[config.mk]
export PLATFORM = sky130hd
export DESIGN_NAME = traffic_phase_scheduler
export DESIGN_NICKNAME = d
export VERILOG_FILES = /design/src/rtl/traffic_pkg.sv /design/src/rtl/phase_timer.sv /design/src/rtl/traffic_phase_scheduler.sv
export SDC_FILE = /design/constraint.sdc
export NUM_CORES = 1
export LEC_CHECK = 0
export BUFFER_PORTS_ARGS = -buffer_cell sky130_fd_sc_hd__buf_4
export CORE_MARGIN = 4
export CORE_UTILIZATION = 50
export CTS_BUF_LIST = sky130_fd_sc_hd__clkbuf_8
export DETAILED_ROUTE_END_ITERATION = 8
export GPL_TIMING_DRIVEN = 0
export PLACE_DENSITY = 0.72
export REMOVE_ABC_BUFFERS = 1
export SETUP_SLACK_MARGIN = 0.4
export SKIP_CTS_REPAIR_TIMING = 1
export SLEW_MARGIN = 10
export SYNTH_ARGS = -nofsm -noshare
export SYNTH_HDL_FRONTEND = slang
export SYNTH_HIERARCHICAL = 1
export SYNTH_SLANG_ARGS = --single-unit
[constraint.sdc]
create_clock -name clk -period 4.5 [get_ports clk]
set_clock_uncertainty 0.1 [all_clocks]
set_input_delay 0.45 -clock clk [delete_from_list [all_inputs] [get_ports clk]]
set_output_delay 0.45 -clock clk [all_outputs]
set_load 0.02 [all_outputs]
[src/rtl/traffic_pkg.sv]
// Shared phase encoding, default timing and lamp bundle for the intersection scheduler.
package traffic_pkg;

  typedef enum logic [2:0] {
    A_GO      = 3'd0,
    A_SLOW    = 3'd1,
    CLR_AB    = 3'd2,
    B_GO      = 3'd3,
    B_SLOW    = 3'd4,
    CLR_BA    = 3'd5,
    NIGHT_ON  = 3'd6,
    NIGHT_OFF = 3'd7
  } phase_e;

  localparam int DEF_T_GREEN     = 8;
  localparam int DEF_T_GREEN_MIN = 3;
  localparam int DEF_T_YELLOW    = 2;
  localparam int DEF_T_ALLRED    = 1;
  localparam int DEF_T_WALK      = 4;
  localparam int DEF_CNT_W       = 4;

  typedef struct packed {
    logic green;
    logic yellow;
    logic red;
  } lamp_t;

  function automatic logic isNight(input phase_e p);
    return (p == NIGHT_ON) || (p == NIGHT_OFF);
  endfunction

endpackage

[src/rtl/phase_timer.sv]
// Tick-driven down counter; reload takes priority and the count parks at zero.
module phase_timer #(
  parameter int CNT_W = 4
) (
  input  logic             clk_i,
  input  logic             load_i,
  input  logic [CNT_W-1:0] load_val_i,
  input  logic             tick_i,
  output logic             zero_o,
  output logic [CNT_W-1:0] count_o
);

  logic [CNT_W-1:0] count_q;

  always_ff @(posedge clk_i) begin
    if (load_i) begin
      count_q <= load_val_i;
    end else if (tick_i && (count_q != '0)) begin
      count_q <= count_q - 1'b1;
    end
  end

  assign zero_o  = (count_q == '0);
  assign count_o = count_q;

endmodule

[src/rtl/traffic_phase_scheduler.sv]
// Two-road phase sequencer: timed day cycle with pedestrian truncation and walk lamps,
// blinking yellow at night. Lamps are a Moore decode of the phase register.
module traffic_phase_scheduler
  import traffic_pkg::*;
#(
  parameter int T_GREEN     = DEF_T_GREEN,
  parameter int T_GREEN_MIN = DEF_T_GREEN_MIN,
  parameter int T_YELLOW    = DEF_T_YELLOW,
  parameter int T_ALLRED    = DEF_T_ALLRED,
  parameter int T_WALK      = DEF_T_WALK,
  parameter int CNT_W       = DEF_CNT_W
) (
  input  logic       clk,
  input  logic       reset,
  input  logic       tick,
  input  logic       modo,
  input  logic       ped_req_a,
  input  logic       ped_req_b,
  output logic       A_green,
  output logic       A_yellow,
  output logic       A_red,
  output logic       B_green,
  output logic       B_yellow,
  output logic       B_red,
  output logic       walk_a,
  output logic       walk_b,
  output logic [2:0] phase
);

  phase_e           state_q, state_d;
  logic             reqA_q, reqA_d, reqB_q, reqB_d;
  logic             walkA_q, walkA_d, walkB_q, walkB_d;
  logic             timerLoad, timerZero;
  logic [CNT_W-1:0] timerLoadVal, timerCount, elapsed;
  logic             expire, minDone, nightNow, enterAGo, enterBGo;
  lamp_t            lampA, lampB;

  function automatic logic [CNT_W-1:0] durMinusOne(input phase_e p);
    case (p)
      A_GO, B_GO:          return CNT_W'(T_GREEN - 1);
      A_SLOW, B_SLOW:      return CNT_W'(T_YELLOW - 1);
      NIGHT_ON, NIGHT_OFF: return '0;
      default:             return CNT_W'(T_ALLRED - 1);
    endcase
  endfunction

  // Every state change reloads the timer, so each phase starts with a fresh duration.
  assign timerLoad    = reset || (state_d != state_q);
  assign timerLoadVal = reset ? CNT_W'(T_ALLRED - 1) : durMinusOne(state_d);

  phase_timer #(.CNT_W(CNT_W)) u_timer (
    .clk_i      (clk),
    .load_i     (timerLoad),
    .load_val_i (timerLoadVal),
    .tick_i     (tick),
    .zero_o     (timerZero),
    .count_o    (timerCount)
  );

  assign expire  = tick && timerZero;
  assign elapsed = CNT_W'(T_GREEN - 1) - timerCount;
  assign minDone = (elapsed >= CNT_W'(T_GREEN_MIN));

  always_comb begin
    state_d = state_q;
    case (state_q)
      A_GO:      if (tick && (modo || timerZero || (reqA_q && minDone))) state_d = A_SLOW;
      A_SLOW:    if (expire) state_d = CLR_AB;
      CLR_AB:    if (expire) state_d = modo ? NIGHT_ON : B_GO;
      B_GO:      if (tick && (modo || timerZero || (reqB_q && minDone))) state_d = B_SLOW;
      B_SLOW:    if (expire) state_d = CLR_BA;
      CLR_BA:    if (expire) state_d = modo ? NIGHT_ON : A_GO;
      NIGHT_ON:  if (tick) state_d = modo ? NIGHT_OFF : CLR_BA;
      NIGHT_OFF: if (tick) state_d = modo ? NIGHT_ON : CLR_BA;
      default:   state_d = CLR_BA;
    endcase
  end

  // A request is served at entry of the opposite green; a press in that same cycle re-arms it.
  assign nightNow = isNight(state_q) || isNight(state_d);
  assign enterAGo = (state_d == A_GO) && (state_q != A_GO);
  assign enterBGo = (state_d == B_GO) && (state_q != B_GO);
  assign reqA_d   = !nightNow && (ped_req_a || (reqA_q && !enterBGo));
  assign reqB_d   = !nightNow && (ped_req_b || (reqB_q && !enterAGo));
  assign walkA_d  = !nightNow && (enterBGo ? reqA_q : walkA_q);
  assign walkB_d  = !nightNow && (enterAGo ? reqB_q : walkB_q);

  always_ff @(posedge clk) begin
    if (reset) begin
      state_q <= CLR_BA;
      reqA_q  <= 1'b0;
      reqB_q  <= 1'b0;
      walkA_q <= 1'b0;
      walkB_q <= 1'b0;
    end else begin
      state_q <= state_d;
      reqA_q  <= reqA_d;
      reqB_q  <= reqB_d;
      walkA_q <= walkA_d;
      walkB_q <= walkB_d;
    end
  end

  always_comb begin
    lampA = '0;
    lampB = '0;
    case (state_q)
      A_GO:           begin lampA.green  = 1'b1; lampB.red    = 1'b1; end
      A_SLOW:         begin lampA.yellow = 1'b1; lampB.red    = 1'b1; end
      B_GO:           begin lampA.red    = 1'b1; lampB.green  = 1'b1; end
      B_SLOW:         begin lampA.red    = 1'b1; lampB.yellow = 1'b1; end
      NIGHT_ON:       begin lampA.yellow = 1'b1; lampB.yellow = 1'b1; end
      NIGHT_OFF:      begin lampA = '0; lampB = '0; end
      default:        begin lampA.red    = 1'b1; lampB.red    = 1'b1; end
    endcase
  end

  assign A_green  = lampA.green;
  assign A_yellow = lampA.yellow;
  assign A_red    = lampA.red;
  assign B_green  = lampB.green;
  assign B_yellow = lampB.yellow;
  assign B_red    = lampB.red;
  // Walk for road A runs during B's green (A is red), timed from B_GO entry.
  assign walk_a   = walkA_q && (state_q == B_GO) && (elapsed < CNT_W'(T_WALK));
  assign walk_b   = walkB_q && (state_q == A_GO) && (elapsed < CNT_W'(T_WALK));
  assign phase    = state_q;

endmodule

**Yosys cells after proc, flatten, opt, wreduce, memory -nomap -nowiden**

Index checks and enable logic that the tools add are counted.

- Register bits: 11
- Bits of input ports: 6
- Output and inout bits: 11
- Word-level logic and storage cells: 91

- $add $sub $neg: 2
- Order comparisons: 2
- Equal/unequal tests: 14
- Mux-type cells: 25
- Reduce and logical (&&, ||, !) cells: 42

Operator list:

| operator | number |
|---|---|
| $mux 3 | 10 |
| $pmux 3 s8 | 1 |
| $eq 3x3->1 const B | 7 |
| $logic_and 1x1->1 | 18 |
| $mux 4 | 3 |
| $eq 3x2->1 const B | 3 |
| $logic_or 1x1->1 | 9 |
| $mux 1 | 8 |
| $reduce_or 2->1 | 4 |
| $reduce_or 4->1 | 2 |
| $eq 3x1->1 const B | 2 |
| $logic_not 3->1 | 2 |
| $pmux 3 s2 | 1 |
| $ge 4x2->1 const B | 1 |
| $logic_not 4->1 | 1 |
| $lt 4x3->1 const B | 1 |
| $mux 2 | 2 |
| $reduce_bool 4->1 | 1 |
| $sub 3x4->4 const A | 1 |
| $sub 4x1->4 const B | 1 |
| $logic_not 1->1 | 3 |
| $ne 3x2->1 const B | 1 |
| $ne 3x3->1 | 1 |
| $reduce_bool 3->1 | 1 |
| $reduce_bool 2->1 | 1 |

**Depth between registers and ports, before layout**

Gate-level depths: netlist of run 1.

- Word-level depth: 13
- Mapped depth: 13
- Mapped depth without buffers: 11

**By module**

The synthesis of run 1 kept the hierarchy.

By module, submodules not included:

| module | instances | cells an instance | area an instance (um2) | sequential area each (um2) |
|---|---|---|---|---|
| traffic_phase_scheduler | 1 | 98 | 799.5 | 140.1 |
| phase_timer | 1 | 22 | 234.0 | 120.1 |

**Worst setup path before layout of run 1**

Ideal clock, no wire load.

- Path kind: reg-to-reg
- From: register u_timer.count_q[0], in the netlist u_timer/count_o[0]
- To: register u_timer.count_q[3], in the netlist u_timer/count_o[3] (data pin)
- Library setup time: 259 ps
- Arrival time: 2,871 ps
- Required time: 4,141 ps
- Setup slack: 1,270 ps
- Stages on the path, launching flop included: 13
- Buffers on the path: 2
- Period minus slack after synthesis: 3,230 ps
- Path through: edfxtp_1 -> inv_1 -> ha_1 -> nor3b_1 -> a21oi_1 -> a2111o_1 -> o31ai_2 -> buf_4 -> xnor2_1 -> o211ai_1 -> clkbuf_1 -> or2b_1 -> o31a_1

- Elaborated cells on any way between the ends: 23
- Those cells by class: add/sub: 2; order compare: 1; eq/ne: 1; mux: 9; reduce/logical: 10

RTL lines:

| what | line | source |
|---|---|---|
| from (decl) | phase_timer.sv:13 | `logic [CNT_W-1:0] count_q;` |
| from (signal assigned) | phase_timer.sv:17 | `count_q <= load_val_i;` |
| from (signal assigned) | phase_timer.sv:19 | `count_q <= count_q - 1'b1;` |
| $logic_not 4->1 (*) | phase_timer.sv:23 | `assign zero_o = (count_q == '0);` |
| named net timerZero | traffic_phase_scheduler.sv:33 | `logic timerLoad, timerZero;` |
| $logic_or 1x1->1 | traffic_phase_scheduler.sv:67, traffic_phase_scheduler.sv:70 |  |
| $logic_or 1x1->1, on equally long branches | traffic_phase_scheduler.sv:70, traffic_phase_scheduler.sv:67 |  |
| $logic_and 1x1->1, on equally long branches | traffic_phase_scheduler.sv:70, traffic_phase_scheduler.sv:67 |  |
| $mux 3, on equally long branches | traffic_phase_scheduler.sv:70, traffic_phase_scheduler.sv:67 |  |
| $pmux 3 s8 (*) | traffic_phase_scheduler.sv:66 | `case (state_q)` |
| $ne 3x3->1 (*) | traffic_phase_scheduler.sv:48 | `assign timerLoad = reset \|\| (state_d != state_q);` |
| $logic_or 1x1->1 (*) | traffic_phase_scheduler.sv:48 |  |
| named net timerLoad | traffic_phase_scheduler.sv:33 |  |
| $mux 4 (*) | phase_timer.sv:16 | `if (load_i) begin` |

The timed path passes the listed nets; every way through them passes the cells marked *. The select of a mux whose other input is x is not followed.
A chain may end at the register's enable or synchronous reset.

**Worst setup path in the final report of run 1**

- From: register u_timer.count_q[0], in the netlist u_timer/count_o[0]
- To: register u_timer.count_q[2], in the netlist u_timer/count_o[2] (enable)

- Elaborated cells on any way between the ends: 23
- Those cells by class: add/sub: 1; order compare: 1; eq/ne: 1; mux: 7; reduce/logical: 13

RTL lines:

| what | line |
|---|---|
| $logic_not 4->1 (*) | phase_timer.sv:23 |
| named net timerZero | traffic_phase_scheduler.sv:33 |
| $logic_or 1x1->1 | traffic_phase_scheduler.sv:67, traffic_phase_scheduler.sv:70 |
| $logic_or 1x1->1, on equally long branches | traffic_phase_scheduler.sv:70, traffic_phase_scheduler.sv:67 |
| $logic_and 1x1->1, on equally long branches | traffic_phase_scheduler.sv:70, traffic_phase_scheduler.sv:67 |
| $mux 3, on equally long branches | traffic_phase_scheduler.sv:70, traffic_phase_scheduler.sv:67 |
| $pmux 3 s8 (*) | traffic_phase_scheduler.sv:66 |
| $ne 3x3->1 (*) | traffic_phase_scheduler.sv:48 |
| $logic_or 1x1->1 (*) | traffic_phase_scheduler.sv:48 |
| named net timerLoad | traffic_phase_scheduler.sv:33 |
| $reduce_bool 2->1 (no source line) (*) | n/a |

The timed path passes the listed nets; every way through them passes the cells marked *.

==> metrics.csv, run 1 <==
stage,metric,value,unit
synthesis,sequential fraction of the synthesis area,0.252,
clock_network,CTS buffer count,3,
power,switching power,0.000402,W
final_layout,Multi-input gate area,686,µm²
synthesis,Netlist Area Pre-Place,1030,µm²
worst_setup_path,CP cell instances,"inv_1, ha_1, nor3b_2, a21oi_1, a2111o_1, o31ai_2, xnor2_1, o211ai_1, o21bai_1",
worst_hold_path,HP Class,in2reg,
final_layout,design area,1180,µm²
floorplanning,Boundary Pins,17,
timing,RSZ-0062 raised after global routing,no,
final_layout,nets@finish,143,
detailed_routing,First DRT Iteration DRCs,14,
power,Seq pwr share,0.262,
worst_setup_path,CP arrival,3530,ps
grt,met1 usage,0.237,
worst_setup_path,Required @ worst endpoint,4340,ps
place,Placement Setup Slack,431,ps
worst_setup_path,critical setup path kind,reg2reg,
power,Clock Power Share,0.114,
timing,Final TNS setup,0,ps
synthesis,"Top FF cell, synth",dfxtp_1,
floorplanning,Core ar.,1960,µm²
synthesis,synth top area cells,"dfxtp_1, edfxtp_1, o211ai_1",
clock_network,Root Buffer,clkbuf_8,
detailed_routing,Pre-antenna DRT Iters,4,
place,detailed-placement wirelength estimate,1.69,mm
final_layout,Syn-to-layout area delta,14.0,%
floorplanning,Starting Density,0.527,
detailed_routing,Post-route DRC,0,
synthesis,average cell area after synthesis,8.61,µm²
power,LEAKAGE,0.502,nW
synthesis,Ys Warns,6,
timing,Setup WS post-layout,813,ps
grt,global route overflow,0,
timing,fmax,271,MHz
clock_network,CTS sink cnt,11,
grt,first-pass GRT wire length,3.92,mm
timing,Slew HR,0.412,
grt,grt peak-use layer,met2,
detailed_routing,"antenna viol nets, final",0,
power,Power Dens Cells,718,nW/µm²
grt,Total GRT Usage,0.186,
grt,largest net degree at the start of global routing,19,
outcome,outcome,completed,
synthesis,post-synth top area share,0.136,
worst_setup_path,CP Launch Type,flip-flop,
worst_setup_path,"Max FO, Critical Path",11,
power,Gate power share,0.623,
worst_setup_path,crit path max-delay cell type,o31ai_2,
clock_network,CTS H-tree lvls,1,
clock_network,Worst-path clk slew,50,ps
grt,initial antenna violation count,0,
detailed_routing,vias per inst,5.86,
detailed_routing,Vias,931,
clock_network,worst skew pair latency,240,ps
grt,vias in the first global route,882,
final_layout,FF+latch area,260,µm²
power,total power,0.000847,W
worst_setup_path,Reg2Reg Depth,9,
timing,Tightest Pin Transition,882,ps
synthesis,"EDFF count, synth",4,
floorplanning,num rows,16,
final_layout,ratio of cells with drive above 1 in the final layout,0.212,
synthesis,Post-synth ARST share,0,
timing,final setup vio count,0,
worst_setup_path,CP Capture Type,flip-flop,
worst_hold_path,Worst Hold Depth,2,
synthesis,top cell type by total area after synthesis,dfxtp_1,
clock_network,TritonCTS clock tree,done,
final_layout,fill count,188,
power,peak supply drop,0.000344,V
synthesis,cell count after synthesis,120,
final_layout,number of diodes,0,
floorplanning,die width,53.5,µm
place,placed inst area,1130,µm²
grt,met2 usage,0.308,
synthesis,Synth Register Bits,11,
timing,fin. max-slew vios,0,
clock_network,deepest clock path buffer count,2,
synthesis,post-synthesis cell type count,52,
power,switching part of the total power,0.475,
power,Int Power,0.000444,W
worst_setup_path,Crit path largest cell delay,710,ps
flow_run,max_cap viols,0,
detailed_routing,aggregate routed wire length,2.29,mm
place,IO Port Bufs,16,
place,gp weighted congestion,0.805,
floorplanning,Die Y,53.5,µm
floorplanning,DIE AREA,2860,µm²
timing,"Period Utilization, post-route",0.819,
grt,met3 GRT Util,0.0507,
detailed_routing,WL/cell,14.4,µm
timing,final hold violation count,0,
timing,crit path time final,3690,ps
timing,WHS,327,ps
==> cell usage after synthesis (3+ instances only) <==
| cell | count |
|---|---|
| a21oi_1 | 7 |
| dfxtp_1 | 7 |
| edfxtp_1 | 4 |
| ha_1 | 4 |
| inv_1 | 9 |
| mux2i_1 | 4 |
| nand2_1 | 9 |
| nor2_1 | 8 |
| o211ai_1 | 7 |
| o21ai_0 | 4 |
| o21ai_1 | 3 |
| or2_1 | 3 |
| xnor2_1 | 3 |
==> final cells by class <==
cell class                 instances  area share
multi-input combinational         92       0.582
clock buffer                       3      0.0350
tap                               27      0.0287
sequential                        11       0.221
inverter                           9      0.0287
clock inverter                     1     0.00318
timing repair buffer              16       0.102
==> layout by cell type (no fill, tap or decap), types with 3 or more instances in the layout <==
| cell type | count |
|---|---|
| or2_1 | 3 |
| o211ai_1 | 7 |
| o21ai_1 | 3 |
| ha_1 | 4 |
| dfxtp_1 | 7 |
| a21oi_1 | 7 |
| buf_4 | 16 |
| o21ai_0 | 4 |
| nor2_1 | 8 |
| mux2i_1 | 4 |
| inv_1 | 10 |
| edfxtp_1 | 4 |
| clkbuf_8 | 3 |
| nand2_1 | 9 |
| xnor2_1 | 3 |
==> registers in the layout, indices dropped and copies added, names as in the netlist <==
| signal | flops |
|---|---|
| phase | 3 |
| reqA_q | 1 |
| reqB_q | 1 |
| u_timer/count_o | 4 |
| walkA_q | 1 |
| walkB_q | 1 |
==> metal layers <==
metal / vias up / share of wire
li1: 469 / -
met4: 0 / 0.0039
met1: 448 / 0.45
met3: 3 / 0.037
met5: - / 0
met2: 11 / 0.51
==> power by group through the flow <==
stage / logic [W] / clock network (W) / registers [W]
final: 0.000528 / 0.0000967 / 0.000222
after global placement: 0.000512 / 0 / 0.000220
after floorplan: 0.000393 / 0 / 0.000213
after CTS: 0.000525 / 0.0000993 / 0.000220
after global routing: 0.000583 / 0.000106 / 0.000232
after detailed placement: 0.000523 / 0 / 0.000222
==> final timing paths <==
path                            from            endpoint  slack (ps)
hold / removal                 reset            phase[1]         330
setup reg to reg  u_timer/count_o[0]  u_timer/count_o[2]         810
hold reg to reg              walkA_q             walkA_q         390
setup / recovery  u_timer/count_o[0]  u_timer/count_o[2]         810
==> worst max-delay path, delay by kind of cell, from the launching register on <==
kind | cells | cell delay, ps
flip-flops | 1 | 450
AND/OR/NAND/NOR | 1 | 550
AO/OA/AOI/OAI | 5 | 1820
XOR/XNOR | 1 | 190
buffers and inverters | 1 | 90
adder cells (fa/ha/maj) | 1 | 190
==> per-stage QoR <==
step / util / instances
3_5_place_dp: 0.575 / 155
2_1_floorplan: - / 112
3_3_place_gp: 0.575 / 155
4_1_cts: 0.598 / 159
6_report: 0.601 / 159
5_1_grt: 0.601 / 159
==> logic make-up after synthesis <==
family | synth area share
buf+inv | 0.0896
xor+xnor | 0.0254
compound gates | 0.303
flops | 0.252
fa+ha+maj | 0.0484
simple gates | 0.240
other cells | 0.00363
mux | 0.0387
Note: power is estimated with default switching activity, not from simulation.
==> run 2, diff against run 1 <==
--- a/config.mk
+++ b/config.mk
@@ -11,7 +11,7 @@
 export CTS_BUF_LIST = sky130_fd_sc_hd__clkbuf_8
 export DETAILED_ROUTE_END_ITERATION = 8
 export GPL_TIMING_DRIVEN = 0
-export PLACE_DENSITY = 0.72
+export PLACE_DENSITY = 0.75
 export REMOVE_ABC_BUFFERS = 1
 export SETUP_SLACK_MARGIN = 0.4
 export SKIP_CTS_REPAIR_TIMING = 1
==> constraint.sdc (replaced) <==
create_clock -name clk -period 3.2 [get_ports clk]
set_clock_uncertainty 0.1 [all_clocks]
set_input_delay 0.32 -clock clk [delete_from_list [all_inputs] [get_ports clk]]
set_output_delay 0.32 -clock clk [all_outputs]
set_load 0.02 [all_outputs]
==> metrics.csv, run 2 (synthesis gave the netlist of run 1 again) <==
stage,metric,value,unit
outcome,outcome,completed,
floorplanning,DIE AREA,2860,µm²
grt,largest net degree at the start of global routing,19,
floorplanning,Die Y,53.5,µm
detailed_routing,aggregate routed wire length,2.62,mm
grt,initial antenna violation count,0,
worst_hold_path,HP Class,in2reg,
place,detailed-placement wirelength estimate,1.66,mm
place,placed insts,155,
power,peak supply drop,0.000593,V
clock_network,worst skew pair latency,240,ps
detailed_routing,Pre-antenna DRT Iters,4,
power,Power Dens Cells,1070,nW/µm²
floorplanning,num rows,16,
power,switching part of the total power,0.458,
timing,RSZ-0062 raised after global routing,yes,
grt,global route overflow,0,
clock_network,Root Buffer,clkbuf_8,
final_layout,Util after Layout,0.675,
final_layout,design area,1320,µm²
final_layout,most frequent cells in the layout,"buf_4, inv_1, nand2_1, nor2_1, o211ai_1",
clock_network,TritonCTS clock tree,done,
timing,fmax,357,MHz
clock_network,CTS H-tree lvls,1,
power,Clock Power Share,0.096,
detailed_routing,First DRT Iteration DRCs,11,
timing,Slew HR,0.637,
grt,first-pass GRT wire length,3.88,mm
worst_setup_path,CP Capture Type,flip-flop,
worst_hold_path,Worst Hold Depth,2,
power,Gate power share,0.677,
detailed_routing,vias per inst,5.77,
power,switching power,0.000646,W
final_layout,Syn-to-layout area delta,28.1,%
place,gp weighted congestion,0.802,
place,IO Port Bufs,16,
clock_network,deepest clock path buffer count,2,
timing,final hold violation count,0,
clock_network,CTS sink cnt,11,
timing,"Period Utilization, post-route",0.875,
worst_setup_path,critical setup path kind,reg2reg,
detailed_routing,Post-route DRC,0,
clock_network,Worst-path clk slew,50,ps
grt,vias in the first global route,872,
worst_setup_path,"Max FO, Critical Path",7,
worst_setup_path,CP Launch Type,flip-flop,
worst_setup_path,Required @ worst endpoint,3000,ps
power,Seq pwr share,0.227,
place,placed inst area,1130,µm²
final_layout,nets@finish,155,
worst_setup_path,Reg2Reg Depth,10,
floorplanning,die width,53.5,µm
floorplanning,Starting Density,0.527,
worst_setup_path,CP arrival,2600,ps
grt,Total GRT Usage,0.187,
detailed_routing,WL/cell,15.3,µm
power,Int Power,0.000764,W
place,Placement Setup Slack,-802,ps
clock_network,CTS buffer count,3,
timing,Tightest Pin Transition,543,ps
detailed_routing,"antenna viol nets, final",0,
power,LEAKAGE,0.565,nW
timing,fin. max-slew vios,0,
timing,crit path time final,2800,ps
floorplanning,Boundary Pins,17,
final_layout,Final Non-Filler Cells,171,
power,total power,0.00141,W
detailed_routing,Vias,987,
final_layout,number of diodes,0,
flow_run,max_cap viols,0,
timing,final setup vio count,0,
floorplanning,Core ar.,1960,µm²
final_layout,number of flip-flops under the largest register name,4,
timing,Setup WS post-layout,399,ps
final_layout,"most common cell after layout, fill and taps aside",buf_4,
final_layout,ratio of cells with drive above 1 in the final layout,0.354,
[run 2: cell count changes in the layout (fill, tap and decap cells not counted), moves of 2 or more]
cell	previous run	this run
dfxtp_1	7	5
a21oi_1	7	5
o21ai_1	3	5
o21ai_0	4	2
inv_2	0	2
a21oi_2	0	2
buf_4	16	28
inv_1	10	8
[run 2: worst max-delay path, cell delays in order, from the launching register on]
cell	delay, ps
edfxtp_1	440
inv_2	100
ha_4	130
nor3b_4	340
nand4bb_1	170
a211oi_2	310
a311oi_4	70
a21oi_2	150
a21oi_1	50
o211ai_1	310
o21bai_1	270
[run 2: layout make-up]
| type | instances | area [µm²] |
|---|---|---|
| multi-input cells | 92 | 736 |
| fillers | 180 | 638 |
| flip-flops and latches | 11 | 265 |
| repair buffers | 28 | 210 |
| clock buffers | 3 | 41.3 |
| inverters | 9 | 33.8 |
| well taps | 27 | 33.8 |
| clock inverters | 1 | 3.75 |
[run 2: routing by layer]
layer / part of all wire / track usage / vias to the layer above
li1: - / - / 492
met1: 0.44 / 0.239 / 468
met2: 0.51 / 0.288 / 21
met3: 0.038 / 0.0563 / 6
met4: 0.017 / 0.0766 / 0
met5: 0 / 0 / -
[run 2: through the flow]
stage | TNS (ps) | hold slack [ps]
floorplan | -697 | 292
CTS | -7060 | 196
detailed placement | -6970 | 386
finish | 0 | 193
global placement | -6560 | 377
global route | 0 | 206
[run 2: path summary, 6_finish.rpt]
kind,slack (ps),startpoint,end
max reg2reg,400,u_timer/count_o[0],u_timer/count_o[0]
min,190,reset,phase[1]
max,400,u_timer/count_o[0],u_timer/count_o[0]
min reg2reg,390,walkA_q,walkA_q
[run 2: power groups by stage]
stage / sequential (W) / combinational (W) / clock [W]
finish: 0.000321 / 0.000955 / 0.000135
global route: 0.000330 / 0.00104 / 0.000146
CTS: 0.000307 / 0.000739 / 0.000139
detailed placement: 0.000309 / 0.000737 / 0
global placement: 0.000308 / 0.000716 / 0
floorplan: 0.000300 / 0.000552 / 0
==> run 3, diff against run 2 <==
--- a/config.mk
+++ b/config.mk
@@ -6,7 +6,7 @@
 export NUM_CORES = 1
 export LEC_CHECK = 0
 export BUFFER_PORTS_ARGS = -buffer_cell sky130_fd_sc_hd__buf_4
-export CORE_MARGIN = 4
+export CORE_MARGIN = 10
 export CORE_UTILIZATION = 50
 export CTS_BUF_LIST = sky130_fd_sc_hd__clkbuf_8
 export DETAILED_ROUTE_END_ITERATION = 8
@@ -15,7 +15,6 @@
 export REMOVE_ABC_BUFFERS = 1
 export SETUP_SLACK_MARGIN = 0.4
 export SKIP_CTS_REPAIR_TIMING = 1
-export SLEW_MARGIN = 10
 export SYNTH_ARGS = -nofsm -noshare
 export SYNTH_HDL_FRONTEND = slang
 export SYNTH_HIERARCHICAL = 1
==> constraint.sdc (replaced) <==
create_clock -name clk -period 3.2 [get_ports clk]
set_clock_uncertainty 0.1 [all_clocks]
set_input_delay 0.32 -clock clk [delete_from_list [all_inputs] [get_ports clk]]
set_output_delay 0.32 -clock clk [all_outputs]
set_load 0.05 [all_outputs]
==> metrics.csv, run 3 (synthesis gave the netlist of run 1 again) <==
stage,metric,value,unit
power,peak supply drop,0.000569,V
power,switching part of the total power,0.492,
clock_network,deepest clock path buffer count,2,
floorplanning,Boundary Pins,17,
detailed_routing,"antenna viol nets, final",0,
clock_network,Worst-path clk slew,50,ps
detailed_routing,Pre-antenna DRT Iters,5,
flow_run,max_cap viols,0,
power,Gate power share,0.690,
clock_network,TritonCTS clock tree,done,
place,Placement Setup Slack,-775,ps
detailed_routing,First DRT Iteration DRCs,26,
timing,fin. max-slew vios,0,
grt,initial antenna violation count,0,
timing,Tightest Pin Transition,547,ps
power,Clock Power Share,0.094,
power,Power Dens Cells,1130,nW/µm²
detailed_routing,WL/cell,15.5,µm
grt,Total GRT Usage,0.113,
timing,Slew HR,0.635,
final_layout,ratio of cells with drive above 1 in the final layout,0.329,
floorplanning,Core ar.,1960,µm²
worst_setup_path,CP Capture Type,flip-flop,
floorplanning,DIE AREA,4290,µm²
clock_network,CTS sink cnt,11,
place,IO Port Bufs,16,
timing,WHS,183,ps
grt,first-pass GRT wire length,3.98,mm
worst_setup_path,critical setup path kind,reg2reg,
worst_setup_path,CP arrival,2720,ps
worst_setup_path,"Max FO, Critical Path",8,
timing,final hold violation count,0,
clock_network,CTS H-tree lvls,1,
floorplanning,Starting Density,0.527,
worst_hold_path,HP Class,in2reg,
timing,final setup vio count,0,
power,Int Power,0.000741,W
power,LEAKAGE,0.548,nW
final_layout,nets@finish,151,
grt,global route overflow,0,
place,gp weighted congestion,0.799,
grt,largest net degree at the start of global routing,19,
final_layout,Syn-to-layout area delta,24.7,%
clock_network,worst skew pair latency,240,ps
power,Seq pwr share,0.216,
timing,crit path time final,2830,ps
outcome,outcome,completed,
power,switching power,0.000719,W
timing,Setup WS post-layout,371,ps
timing,fmax,353,MHz
detailed_routing,vias per inst,5.86,
power,total power,0.00146,W
timing,RSZ-0062 raised after global routing,yes,
floorplanning,num rows,16,
floorplanning,die width,65.5,µm
final_layout,number of flip-flops under the largest register name,4,
worst_setup_path,CP Launch Type,flip-flop,
place,detailed-placement wirelength estimate,1.74,mm
detailed_routing,aggregate routed wire length,2.59,mm
timing,"Period Utilization, post-route",0.884,
grt,vias in the first global route,885,
worst_setup_path,Required @ worst endpoint,3090,ps
detailed_routing,Post-route DRC,0,
final_layout,"most common cell after layout, fill and taps aside",buf_4,
final_layout,most frequent cells in the layout,"buf_4, inv_1, nand2_1",
clock_network,Root Buffer,clkbuf_8,
detailed_routing,Vias,979,
floorplanning,Die Y,65.5,µm
clock_network,CTS buffer count,3,
final_layout,number of diodes,0,
[run 3: cell types whose count changed in the layout (fill, tap and decap cells not counted), sizes merged]
cell and delta:
buf -4
[run 3: final cells by class]
class                      count  area (µm²)
multi-input combinational     92         731
timing repair buffer          24         180
clock buffer                   3        41.3
clock inverter                 1        3.75
fill                         189         673
tap                           27        33.8
sequential                    11         265
inverter                       9        33.8
[run 3: metal layers]
layer	up-vias	GRT usage	wire, µm
met3	2	0.0356	104
met5	-	0	0
met4	0	0.0374	12
met2	25	0.179	1340
li1	481	-	-
met1	471	0.141	1140
[run 3: worst paths after layout]
kind / startpoint / end / slack (ps) / depth (start not counted)
worst max-delay path: u_timer/count_o[0] / u_timer/count_o[3] / 370 / 11
worst min-delay path: reset / phase[1] / 180 / 2
worst max register to register: u_timer/count_o[0] / u_timer/count_o[3] / 370 / 11
worst min register to register: walkA_q / walkA_q / 400 / 2
[run 3: power groups by stage]
stage	Combinational, W	Clock (W)	Sequential (W)
after floorplan	0.000615	0	0.000330
after CTS	0.000833	0.000138	0.000308
after detailed placement	0.000831	0	0.000311
final	0.00101	0.000137	0.000315
after global routing	0.00108	0.000145	0.000325
after global placement	0.000812	0	0.000308
[run 3: through the flow]
stage	util	instances	TNS (ps)	area, µm²
floorplan	-	112	-1000	975
global placement	0.575	155	-6630	1130
detailed placement	0.575	155	-6650	1130
CTS	0.598	159	-6790	1170
global route	0.657	167	0	1290
finish	0.657	167	0	1290
[run 3: worst max-delay path: stages, from the launching register on]
cell and delay [ps]:
edfxtp_1 390, inv_1 80, ha_2 190, nor3b_4 380
nand4bb_1 160, a211oi_2 320, a311oi_4 70, a21oi_2 180
a21oi_2 40, o211ai_1 310, or2b_1 260, o31a_1 100
